`config.mk`:
```
export PLATFORM = sky130hd
export DESIGN_NAME = fetch_unit
export DESIGN_NICKNAME = d
export VERILOG_FILES = /design/src/rtl/fetch_unit.sv
export SDC_FILE = /design/constraint.sdc
export NUM_CORES = 1
export LEC_CHECK = 0
export CORE_MARGIN = 3
export CORE_UTILIZATION = 55
export DETAILED_ROUTE_END_ITERATION = 10
export GPL_TIMING_DRIVEN = 0
export MAX_ROUTING_LAYER = met4
export PLACE_DENSITY = 0.83
export SYNTH_ARGS = -nofsm -noshare
export SYNTH_HDL_FRONTEND = slang
export SYNTH_SLANG_ARGS = --single-unit
export TNS_END_PERCENT = 30
```
`constraint.sdc`:
```
create_clock -name clk -period 3.8 [get_ports clk]
set_input_delay 0.76 -clock clk [delete_from_list [all_inputs] [get_ports clk]]
set_output_delay 0.76 -clock clk [all_outputs]
set_load 0.01 [all_outputs]
```
`src/rtl/fetch_unit.sv`:
```
// Instruction-fetch stage: generates the PC, runs the imem req/ready handshake and queues fetched words for IF/ID.
// Latency: a transfer in cycle n is presented on if_* in cycle n+1; the first valid comes 2 cycles after reset release.
// Backpressure: stall holds the queue head; a request is only issued when the 2-entry queue has room for its response.
//
// Ports:
//   clk, reset (async, active-low)    clock and reset
//   stall, redirect_valid/pc          hazard-unit hold and taken branch/jump from ID (delay-slot semantics)
//   im_req/im_addr/im_ready/im_rdata  instruction-memory handshake; a transfer is im_req & im_ready
//   if_ins/if_pc/if_valid             queue head presented to IF/ID (if_ins is a nop when not valid)
//   if_busy, addr_err                 empty-but-waiting indication, sticky illegal-address flag
module fetch_unit #(
  parameter logic [31:0] RESET_PC = 32'h0000_3000,
  parameter logic [31:0] IM_BASE  = 32'h0000_3000,
  parameter int unsigned IM_WORDS = 4096
) (
  input  logic        clk,
  input  logic        reset,
  input  logic        stall,
  input  logic        redirect_valid,
  input  logic [31:0] redirect_pc,
  output logic        im_req,
  output logic [31:0] im_addr,
  input  logic        im_ready,
  input  logic [31:0] im_rdata,
  output logic [31:0] if_ins,
  output logic [31:0] if_pc,
  output logic        if_valid,
  output logic        if_busy,
  output logic        addr_err
);

  typedef enum logic [1:0] {S_IDLE, S_REQ, S_DROP, S_ERR} state_t;

  // One past the last legal byte address; 33 bits so the top of the space cannot wrap.
  localparam logic [32:0] IM_LIMIT = {1'b0, IM_BASE} + (33'(IM_WORDS) << 2);

  state_t      state_q, state_d;
  logic [31:0] pc_q, pc_d;
  logic        pend_vld_q, pend_vld_d;
  logic [31:0] pend_pc_q, pend_pc_d;
  logic        req_act_q, req_act_d;
  logic [31:0] req_addr_q, req_addr_d;
  logic [1:0]  occ_q, occ_d;
  logic [31:0] q_ins_q [2];
  logic [31:0] q_ins_d [2];
  logic [31:0] q_pc_q [2];
  logic [31:0] q_pc_d [2];
  logic [31:0] last_pc_q, last_pc_d;
  logic        err_q, err_d;

  logic pop, redir, flush, redir_empty;
  logic addr_ok, credit_ok, start_req, xfer, keep;

  // Handshake, credit and output decode.
  always_comb begin
    if_valid    = (occ_q != 2'd0);
    pop         = if_valid && !stall;
    redir       = redirect_valid && !stall;
    // A redirect that consumes a head makes that head the delay slot: everything behind it is wrong-path.
    flush       = redir && if_valid;
    // With nothing queued, the next word to arrive is the delay slot; the target is parked in pend.
    redir_empty = redir && !if_valid;

    addr_ok   = (pc_q[1:0] == 2'b00) && (pc_q >= IM_BASE) && ({1'b0, pc_q} < IM_LIMIT);
    credit_ok = (occ_q - {1'b0, pop}) <= 2'd1;

    // A new request never starts in a flush cycle, so it cannot be for a wrong-path address.
    start_req = (state_q == S_REQ) && !req_act_q && credit_ok && addr_ok && !flush;
    im_req    = req_act_q || start_req;
    im_addr   = req_act_q ? req_addr_q : pc_q;
    xfer      = im_req && im_ready;
    keep      = xfer && (state_q == S_REQ) && !flush;

    if_ins   = if_valid ? q_ins_q[0] : 32'd0;
    if_pc    = if_valid ? q_pc_q[0] : last_pc_q;
    if_busy  = !if_valid && im_req;
    addr_err = err_q;
  end

  // Next-state, PC and queue update.
  always_comb begin
    state_d    = state_q;
    pc_d       = pc_q;
    pend_vld_d = pend_vld_q;
    pend_pc_d  = pend_pc_q;
    req_act_d  = im_req && !im_ready;
    req_addr_d = im_addr;
    err_d      = err_q;
    last_pc_d  = if_pc;
    occ_d      = occ_q;
    q_ins_d    = q_ins_q;
    q_pc_d     = q_pc_q;

    case (state_q)
      S_IDLE: state_d = S_REQ;
      S_REQ: begin
        if (!req_act_q && !addr_ok && !flush) begin
          state_d = S_ERR;
          err_d   = 1'b1;
        end else if (flush && im_req && !im_ready) begin
          // Wrong-path request already on the bus: it must complete, then be thrown away.
          state_d = S_DROP;
        end
      end
      S_DROP: if (im_ready) state_d = S_REQ;
      S_ERR:  state_d = S_ERR;
      default: state_d = S_IDLE;
    endcase

    if (flush) begin
      pc_d       = redirect_pc;
      pend_vld_d = 1'b0;
    end else if (keep) begin
      // A redirect arriving with the delay slot itself beats both pend and the sequential +4.
      if (redir_empty)     pc_d = redirect_pc;
      else if (pend_vld_q) pc_d = pend_pc_q;
      else                 pc_d = pc_q + 32'd4;
      pend_vld_d = 1'b0;
    end else if (redir_empty) begin
      pend_vld_d = 1'b1;
      pend_pc_d  = redirect_pc;
    end

    if (flush) begin
      occ_d = 2'd0;
    end else begin
      if (pop) begin
        q_ins_d[0] = q_ins_q[1];
        q_pc_d[0]  = q_pc_q[1];
        occ_d      = occ_q - 2'd1;
      end
      // Credit guarantees occ_d is 0 or 1 here.
      if (keep) begin
        q_ins_d[occ_d[0]] = im_rdata;
        q_pc_d[occ_d[0]]  = im_addr;
        occ_d             = occ_d + 2'd1;
      end
    end
  end

  always_ff @(posedge clk or negedge reset) begin
    if (!reset) begin
      state_q    <= S_IDLE;
      pc_q       <= RESET_PC;
      pend_vld_q <= 1'b0;
      pend_pc_q  <= 32'd0;
      req_act_q  <= 1'b0;
      req_addr_q <= RESET_PC;
      occ_q      <= 2'd0;
      q_ins_q[0] <= 32'd0;
      q_ins_q[1] <= 32'd0;
      q_pc_q[0]  <= 32'd0;
      q_pc_q[1]  <= 32'd0;
      last_pc_q  <= RESET_PC;
      err_q      <= 1'b0;
    end else begin
      state_q    <= state_d;
      pc_q       <= pc_d;
      pend_vld_q <= pend_vld_d;
      pend_pc_q  <= pend_pc_d;
      req_act_q  <= req_act_d;
      req_addr_q <= req_addr_d;
      occ_q      <= occ_d;
      q_ins_q    <= q_ins_d;
      q_pc_q     <= q_pc_d;
      last_pc_q  <= last_pc_d;
      err_q      <= err_d;
    end
  end

endmodule

```
**Word level (Yosys, flattened, before mapping)**

Index checks and enable logic that the tools add are counted.
W data, S select, Z words.

- Add/subtract/negate cells: 4
- Multipliers: 0
- Div/mod/pow operators: 0
- $lt $le $gt $ge: 5
- Equal/unequal tests: 5
- Shift-type cells: 0
- Multiplexer cells: 28
- Bitwise operators: 3
- Reductions and logical operators: 36

Operators with widths:

| cell | count |
|---|---|
| $mux W32 | 12 |
| $bwmux W64 | 2 |
| $mux W64 | 2 |
| $add A32 B3 Y32 const B | 1 |
| $demux W32 S1 | 1 |
| $ge A32 B14 Y1 const B | 1 |
| $lt A32 B15 Y1 const B | 1 |
| $logic_and A1 B1 Y1 | 20 |
| $mux W2 | 7 |
| $pmux W2 S4 | 1 |
| $logic_not A1 Y1 | 6 |
| $reduce_and A2 Y1 | 3 |
| $eq A2 B2 Y1 const B | 2 |
| $logic_not A2 Y1 | 2 |
| $reduce_bool A2 Y1 | 2 |
| $mux W1 | 3 |
| $ne A3 B1 Y1 const B | 1 |
| $reduce_and A3 Y1 | 1 |
| $reduce_bool A3 Y1 | 1 |
| $add A2 B1 Y2 const B | 1 |
| $eq A2 B1 Y1 const B | 1 |
| $ge A2 B2 Y1 const B | 1 |
| $le A2 B1 Y1 const B | 1 |
| $lt A2 B1 Y1 const B | 1 |
| 6 further kinds | 7 |

- Flip-flop bits (word level): 263
- Bits in latches: 0
- Memory bits (writable): 0
- Bits in read-only memories: 0
- Input bits: 69
- Logic and storage cells: 94
- Memories kept: 0

**Logic depth before layout (Yosys ltp)**

Gate-level depths: netlist of the first run.

- Depth in word-level cells: 13
- Gate-level depth with buffers: 15
- Depth with buffers taken out: 11

**Worst setup path before layout of the first run**

No wires, ideal clock.

- Kind: input to register
- From: input port stall
- To: register (tool-made name)
- Setup time: 0.125 ns
- Arrival: 3.279 ns
- Slack: 0.396 ns
- Stages: 11
- Buffers on the path: 4
- Cell sequence: nor2_1 > clkbuf_1 > ha_1 > xnor2_1 > nand3_1 > o41a_4 > or4_1 > clkbuf_1 > buf_6 > buf_6 > mux2_4

RTL lines:

| what | line | RTL |
|---|---|---|
| from (decl) | 18 | `input logic stall,` |

**Final worst setup path of the first run**

- From: register occ_q[1]
- To: output port if_ins[20]

- Word-level cells in the longest chain between the ends: 2

Ends and longest elaborated chain:

| what | line | RTL |
|---|---|---|
| from (decl) | 43 | `logic [1:0] occ_q, occ_d;` |
| from (signal assigned) | 149 | `occ_q <= 2'd0;` |
| from (signal assigned) | 163 | `occ_q <= occ_d;` |
| $reduce_bool A2 Y1 | 56 | `if_valid = (occ_q != 2'd0);` |
| $mux W32 | 74 | `if_ins = if_valid ? q_ins_q[0] : 32'd0;` |
| to (decl) | 25 | `output logic [31:0] if_ins,` |

No other way between the ends.

==> flow_summary.toml, run 1 <==
[sta]
hold_violations = 0
period_needed_ns = 3.64
clock-skew-final_ns = 0.0162
worst_pin_slew_ns = 1.16
max-slew-margin-rel_pct = 21.9
setup_tns_ns = 0
fin_hold_ws_ns = 0.174
finalSetupViolCount = 0
fmax_mhz = 275
maxSlewViolCount = 0
finalCritPeriodShare_pct = 95.7
rsz0062_at_grt = "false"

[cts]
h-tree-depth = 1
cts_sinks = 263
worstSkewPairLatency_ns = 0.54
clock-root-buffer = "clkbuf_16"
hold_buffers = 0
cts_tree = "yes"
cts_buffer_depth = 3
path_clk_slew_ns = 0.06
numCtsBuffers = 27

[drt]
drt-initial-drc-count = 991
ant_nets = 0
vias_per_cell = 6.09
first_pass_iters = 6
remaining_drc_errors = 0
routedWlPerCell_um = 20.6
postRouteWirelength_um = 31800
num_vias = 9393

[critical_path]
cp_slowest_stage_delay_ns = 0.52
worst_path_max_delay_cell = "clkdlybuf4s50_1"
critPathArrivalTime_ns = 2.88
cp-end-kind = "primary output"
start_kind = "register"
crit_fanout = 10
crit_top_cell = "clkbuf_2"
critical_path_class = "register to primary output"
crit_chain = "inv_2 > ha_4 > clkbuf_2 > clkbuf_2 > clkbuf_1 > nor2_1 > clkdlybuf4s50_1"
worstPathRequired_ns = 3.04

[logic_synthesis]
syn_area_sq_um = 11700
avgSynthCellArea_sq_um = 11.1
ys.flop_type = "dfrtp_1"
ys_ff_latch = 263
ys.warnings.count = 0
synth_seq_area_share_pct = 56.2
synth_edf_count = 0
synth_cell_type_count = 54
synth_nets = 1130
syn_inst = 1057
ys_async_sr_fraction_pct = 100

[die]
ios = 169
fp.dieArea_sq_um = 23100
core_sq_um = 20600
die_w_um = 152
rows = 52
start_util_pct = 57.0
die_h_um = 152

[global_route]
grt.total_usage_pct = 27.5
antenna_found_initial = 1
grt_start_max_net_pins = 107
grt_pass1_wl_um = 50500
grt_pass1_vias = 9510
grt-ovfl-total = 0

[power_and_ir_drop]
leakagePower_nw = 6.59
vdd_drop_max_v = 0.000484
p_per_area_nw_per_um2 = 708

[placement]
io_buffers = 168
hpwl_um = 22800
gp_congestion = 0.940

[cells_and_area]
drive_gt1_share_pct = 16.0
final.fill_count = 1458
area_growth_pct = 25.3
nNetsFinal = 1330

[job]
cap_viol_max_count = 0

[hold_path]
min_path_type = "primary input to asynchronous set/reset pin"

[outcome]
status = "completed"
[timing repair]
action / in CTS / in global routing
setup buffers: 0 / 2
resized for setup: 17 / 10
setup endpoints to repair: 134 / 39
pin swaps: 1 / 1
cloned: 0 / 0
[power by group]
part / internal (W) / switching (W)
sequential: 0.00357 / 0.000542
clock: 0.00142 / 0.00108
combinational: 0.00172 / 0.00207
[cell type report]
class | count | area [sq um] | area share, %
flip-flops and latches | 263 | 6590 | 44.8
multi-input cells | 659 | 4630 | 31.5
repair buffers | 172 | 1750 | 11.9
clock buffers | 34 | 732 | 4.98
plain buffers | 74 | 338 | 2.30
well taps | 270 | 338 | 2.30
inverters | 60 | 229 | 1.56
clock inverters | 10 | 95.1 | 0.647
diodes | 1 | 2.50 | 0.0170
[Yosys cell counts, types with 7 or more instances]
master      n  area [sq um]
a21o_1      7          52.6
a21oi_1    68           340
a221o_1    18           180
a31oi_1     9          56.3
and3_1     20           125
buf_2      10          50.1
clkbuf_1   55           206
dfrtp_1   257          6430
inv_1      60           225
mux2_2     98          1100
mux2_4     20           300
mux2i_1    21           210
nand2_1    88           330
nand3_1    15          75.1
nand4_1    27           169
nor2_1     65           244
nor3_1     12          60.1
nor4_1      9          56.3
o21ai_0    56           280
o22ai_1    31           194
o311ai_0   16           140
xnor2_1    11          96.3
xor2_1      8          70.1
[layout by cell type, fill, tap and decap left out, drive strengths merged, types with 11 or more instances in the layout]
cell type	count
dfrtp	257
clkdlybuf4s50	164
mux2	118
clkbuf	91
nand2	88
a21oi	68
nor2	65
inv	60
o21ai	58
o22ai	31
nand4	27
buf	24
mux2i	21
and3	20
o311ai	19
a221o	18
nand3	15
nor3	12
xnor2	11
[path summary, 6_finish.rpt]
check	endpoint	depth (start not counted)	start	slack [ns]
setup / recovery	if_ins[20]	7	occ_q[1]	0.16
hold / removal	q_ins_q[55]	1	reset	0.17
setup reg to reg	pend_pc_q[22]	13	occ_q[1]	0.16
hold reg to reg	register	2	register	0.48
max in group asynchronous	req_addr_q[13]	2	reset	2.71
min in group clk	register	2	register	0.48
[worst max-delay path: cells and delay by family (launching register included)]
kind / cells / cell delay, ns
adder cells (fa/ha/maj): 1 / 0.20
flip-flops: 1 / 0.40
buffers and inverters: 5 / 1.61
AND/OR/NAND/NOR: 1 / 0.12
[cells by family (layout without fill, tap and decap cells)]
family                     Yosys count  after routing  share of synthesized area [%]
DFF                                263            263                           56.2
adders and majority gates            4              4                          0.427
other                                0              1                              0
and+or+nand+nor                    254            254                           10.2
muxes                              139            139                           13.8
xor gates and xnor gates            19             19                           1.42
AOI/OAI and AO/OA                  243            243                           13.3
buffers and inverters              135            350                           4.69
[per-layer routing]
metal	vias to the layer above	part of all wire, %	global-route usage [%]
li1	4176	-	-
met1	4639	41	36.1
met2	474	48	43.4
met3	104	7.6	4.64
met4	0	4.0	10.7
met5	-	0	-
[stage by stage]
stage / util [%] / setup WS (ns) / total power, W / cells / cell area (sq um)
floorplan: - / 0.396 / 0.00604 / 1057 / 11700
global placement: 66.8 / -8.98 / 0.00769 / 1495 / 13700
detailed placement: 67.1 / -0.776 / 0.00781 / 1497 / 13800
CTS: 71.4 / 0.00426 / 0.0104 / 1541 / 14700
global route: 71.5 / 0.0141 / 0.0109 / 1543 / 14700
finish: 71.5 / 0.165 / 0.0104 / 1543 / 14700
No activity file was read; power rests on OpenSTA's default activity.
==> run 2: changes to the inputs <==
- CORE_ASPECT_RATIO: default -> 2
==> run 2 against run 1 <==
Against the previous run: sequential share of layout area is essentially flat; cell area about the same; critical path type unchanged; power rose by 1.4%; largest cell class unchanged; first-iteration DRC count fell by 40%; largest power group unchanged; critical endpoint is now if_pc[25]; fmax grew 0.20%; combinational power about the same.
==> flow_summary.toml, run 2 (synthesis gave the netlist of run 1 again) <==
[cts]
h-tree-depth = 1
cts_sinks = 263
clock-root-buffer = "clkbuf_16"
numCtsBuffers = 23
cts_buffer_depth = 3
worstSkewPairLatency_ns = 0.52
cts_tree = "yes"
path_clk_slew_ns = 0.07

[drt]
routedWlPerCell_um = 21.8
vias_per_cell = 6.07
postRouteWirelength_um = 33600
drt-initial-drc-count = 598
num_vias = 9328
remaining_drc_errors = 0
ant_nets = 0
first_pass_iters = 6

[sta]
period_needed_ns = 3.63
finalCritPeriodShare_pct = 95.5
worst_pin_slew_ns = 1.17
finalSetupViolCount = 0
rsz0062_at_grt = "false"
maxSlewViolCount = 0
clock-skew-final_ns = 0.0146
fin_ws_ns = 0.172
fin_hold_ws_ns = 0.150
hold_violations = 0
max-slew-margin-rel_pct = 21.2
fmax_mhz = 276

[placement]
gp_congestion = 0.958
pre_cts_ws_ns = -0.957
hpwl_um = 25000
io_buffers = 168

[cells_and_area]
nNetsFinal = 1325
final.fill_count = 1538
multi_input_area_sq_um = 4620
diodes = 0
area_growth_pct = 25.3
final_cell_mix = "257 x dfrtp_1, 164 x clkdlybuf4s50_1, 98 x mux2_2"
final-seq-area_sq_um = 6590
layout_commonest_cell = "dfrtp_1"
drive_gt1_share_pct = 15.8

[critical_path]
critical_path_class = "register to primary output"
critPathArrivalTime_ns = 2.87
r2r_slack_ns = 0.22
start_kind = "register"
worstPathRequired_ns = 3.04
crit_fanout = 10
cp-end-kind = "primary output"

[outcome]
status = "completed"

[global_route]
antenna_found_initial = 0
grt-ovfl-total = 0
grt_pass1_wl_um = 52400
grt.total_usage_pct = 30.2
grt_start_max_net_pins = 123
grt_pass1_vias = 9856

[power_and_ir_drop]
vdd_drop_max_v = 0.000417
p_clk_share_pct = 24.8
p_sw_share_pct = 35.0
p_sw_w = 0.00370
leakagePower_nw = 6.61
intPower_w = 0.00686
seqPwrFrac_pct = 39.1
p_per_area_nw_per_um2 = 718
power.share.combinational_pct = 36.1

[die]
ios = 169
rows = 75
core_sq_um = 20900
die_h_um = 212
fp.dieArea_sq_um = 23200
start_util_pct = 56.0
die_w_um = 109

[hold_path]
min_path_type = "primary input to asynchronous set/reset pin"

[job]
cap_viol_max_count = 0
[run 2: cell types whose count changed in the layout (fill, tap and decap cells not counted), moves of 3 or more]
| cell | previous run | this run |
|---|---|---|
| clkbuf_16 | 27 | 23 |
| clkinv_4 | 3 | 0 |
| bufinv_16 | 1 | 6 |
| clkbuf_1 | 52 | 49 |
[run 2: cell type report]
type / count / area share, %
Timing Repair Buffer: 170 / 11.8
Sequential cell: 263 / 44.9
Multi-Input combinational cell: 659 / 31.4
Clock buffer: 28 / 4.25
Tap cell: 269 / 2.29
Clock inverter: 13 / 1.50
Inverter: 60 / 1.53
Buffer: 75 / 2.30
[run 2: per-layer routing]
| metal | global-route usage [%] | part of all wire [%] | vias to the layer above |
|---|---|---|---|
| met5 | - | 0 | - |
| met4 | 19.9 | 7.3 | 0 |
| met3 | 3.37 | 4.7 | 148 |
| met2 | 50.2 | 52 | 395 |
| met1 | 33.9 | 36 | 4628 |
| li1 | - | - | 4157 |
[run 2: per-stage QoR]
step	cells	cell area [sq um]	power (W)	util [%]	setup TNS, ns
after global routing	1537	14700	0.0111	70.2	0
after detailed placement	1496	13800	0.00790	66.0	-136.31
after floorplan	1057	11700	0.00604	-	0
final	1537	14700	0.0106	70.2	0
after global placement	1494	13700	0.00778	65.7	-2429.94
after CTS	1537	14700	0.0106	70.2	0
[run 2: worst paths after layout]
kind / from / end / cells past startpoint
min reg2reg: register / register / 2
max reg2reg: occ_q[1] / pc_q[2] / 12
min in group clk: register / register / 2
min: reset / asynchronous set/reset pin / 1
max in group asynchronous: reset / pc_q[5] / 3
max: occ_q[1] / if_pc[25] / 6
[run 2: power by group through the flow]
stage | registers [W] | clock network (W) | logic (W)
final | 0.00413 | 0.00261 | 0.00381
after CTS | 0.00411 | 0.00264 | 0.00381
after global placement | 0.00413 | 0 | 0.00365
after global routing | 0.00420 | 0.00274 | 0.00411
after floorplan | 0.00392 | 0 | 0.00211
after detailed placement | 0.00415 | 0 | 0.00374
[run 2: worst max-delay path, stage by stage, from the launching register on]
cell             delay (ns)
dfrtp_1                0.41
inv_2                  0.10
ha_4                   0.18
clkbuf_2               0.31
clkbuf_2               0.39
mux2_2                 0.40
clkdlybuf4s50_1        0.54
[run 2: repair_timing]
action                                  CTS  global route
setup buffers                             0             0
hold endpoints to repair                  0             0
gates resized for setup                  20             1
pin swaps                                 1             0
hold buffers                              0             0
endpoints found under the setup margin  245             2
==> run 3: changes to the inputs <==
- CTS_CLUSTER_SIZE: default -> 14
==> run 3 against run 2 <==
Against the previous run: clock skew down 0.0049 ns; sequential share of layout area up 0.25 points; via count up 0.51%; critical path depth up 4; critical endpoint is now im_req; core utilization down 0.39 points; sequential power about the same; die area unchanged.
==> flow_summary.toml, run 3 (synthesis gave the netlist of run 1 again) <==
[die]
rows = 75
ios = 169
start_util_pct = 56.0
core_sq_um = 20900
die_h_um = 212
fp.dieArea_sq_um = 23200
die_w_um = 109

[sta]
finalSetupViolCount = 0
fin_hold_ws_ns = 0.150
worst_pin_slew_ns = 1.12
finalCritPeriodShare_pct = 95.6
setup_tns_ns = 0
maxSlewViolCount = 0
rsz0062_at_grt = "false"
clock-skew-final_ns = 0.00972
max-slew-margin-rel_pct = 24.3
hold_violations = 0
fin_ws_ns = 0.168
period_needed_ns = 3.63
fmax_mhz = 275

[power_and_ir_drop]
p_per_area_nw_per_um2 = 706
intPower_w = 0.00660
power.share.combinational_pct = 37.0
seqPwrFrac_pct = 40.1
leakagePower_nw = 6.58
p_clk_share_pct = 22.8
vdd_drop_max_v = 0.000460
p_sw_w = 0.00372
p_sw_share_pct = 36.0

[critical_path]
critPathArrivalTime_ns = 2.87
worstPathRequired_ns = 3.04
cp-end-kind = "primary output"
critical_path_class = "register to primary output"
crit_fanout = 10
start_kind = "register"

[cells_and_area]
drive_gt1_share_pct = 15.4
diodes = 0
nNetsFinal = 1326
fin_area_sq_um = 14600
area_growth_pct = 24.6
layout_commonest_cell = "dfrtp_1"
final_cell_mix = "257 x dfrtp_1, 164 x clkdlybuf4s50_1, 98 x mux2_2"
layout.cells.non_filler = 1540

[cts]
cts_sinks = 263
clock-root-buffer = "clkbuf_16"
worstSkewPairLatency_ns = 0.52
hold_buffers = 0
cts_buffer_depth = 3
postCtsSetupBuffers = 0
h-tree-depth = 1
path_clk_slew_ns = 0.07
numCtsBuffers = 24
cts_tree = "yes"

[drt]
postRouteWirelength_um = 34100
routedWlPerCell_um = 22.1
ant_nets = 0
drt-initial-drc-count = 588
remaining_drc_errors = 0
num_vias = 9376
vias_per_cell = 6.09
first_pass_iters = 7

[hold_path]
min_path_type = "primary input to asynchronous set/reset pin"

[global_route]
grt_pass1_wl_um = 53400
grt.total_usage_pct = 30.7
grt_start_max_net_pins = 123
antenna_found_initial = 0
grt_pass1_vias = 9930
grt-ovfl-total = 0

[placement]
dp.cells = 1496
hpwl_um = 25000
dpl-instance-area_sq_um = 13800
pre_cts_ws_ns = -0.957
gp_congestion = 0.958
io_buffers = 168

[job]
cap_viol_max_count = 0

[outcome]
status = "completed"
-- run 3: stage by stage --
step | utilization, % | power, W
3_5_place_dp | 66.0 | 0.00790
5_1_grt | 69.8 | 0.0108
4_1_cts | 69.8 | 0.0103
2_1_floorplan | - | 0.00604
3_3_place_gp | 65.7 | 0.00778
6_report | 69.8 | 0.0103
-- run 3: cell type report --
cell class / count / area [sq um]
plain buffers: 75 / 338
clock buffers: 39 / 738
clock inverters: 5 / 25.0
fillers: 1554 / 6320
inverters: 60 / 225
multi-input cells: 659 / 4620
flip-flops and latches: 263 / 6590
well taps: 269 / 337
repair buffers: 170 / 1740
-- run 3: worst paths after layout --
| kind | startpoint | endpoint | slack, ns | cells after the start |
|---|---|---|---|---|
| worst max-delay path | occ_q[1] | im_req | 0.17 | 10 |
| worst min-delay path | reset | asynchronous set/reset pin | 0.15 | 1 |
| worst max register to register | occ_q[1] | pc_q[2] | 0.23 | 12 |
| worst min register to register | register | register | 0.48 | 2 |
| max in group asynchronous | reset | pend_pc_q[14] | 2.28 | 3 |
| min in group clk | register | register | 0.48 | 2 |
-- run 3: critical path: stages (launching register included) --
cell	delay, ns
dfrtp_1	0.42
inv_2	0.10
ha_4	0.18
nor2_4	0.05
clkbuf_4	0.21
ha_1	0.23
xnor2_2	0.22
nand3_1	0.13
o41a_4	0.42
inv_2	0.11
dlygate4sd2_1	0.28
-- run 3: power by group through the flow --
stage	combinational, W	clock (W)	sequential, W
detailed placement	0.00374	0	0.00415
global route	0.00412	0.00249	0.00420
CTS	0.00382	0.00239	0.00411
floorplan	0.00211	0	0.00392
global placement	0.00365	0	0.00413
finish	0.00382	0.00236	0.00414
-- run 3: layer usage --
metal	routed length [um]	vias up	global-route usage [%]	share of wire (%)
met3	1640	127	2.55	4.8
met5	0	-	-	0
met2	18100	431	52.0	53
met4	2370	0	19.2	6.9
met1	12000	4655	34.6	35
li1	-	4163	-	-
-- run 3: what timing repair did --
action	CTS	global route
endpoints found under the hold margin	0	0
gates resized for setup	19	1
pin swaps	1	0
endpoints found under the setup margin	248	2
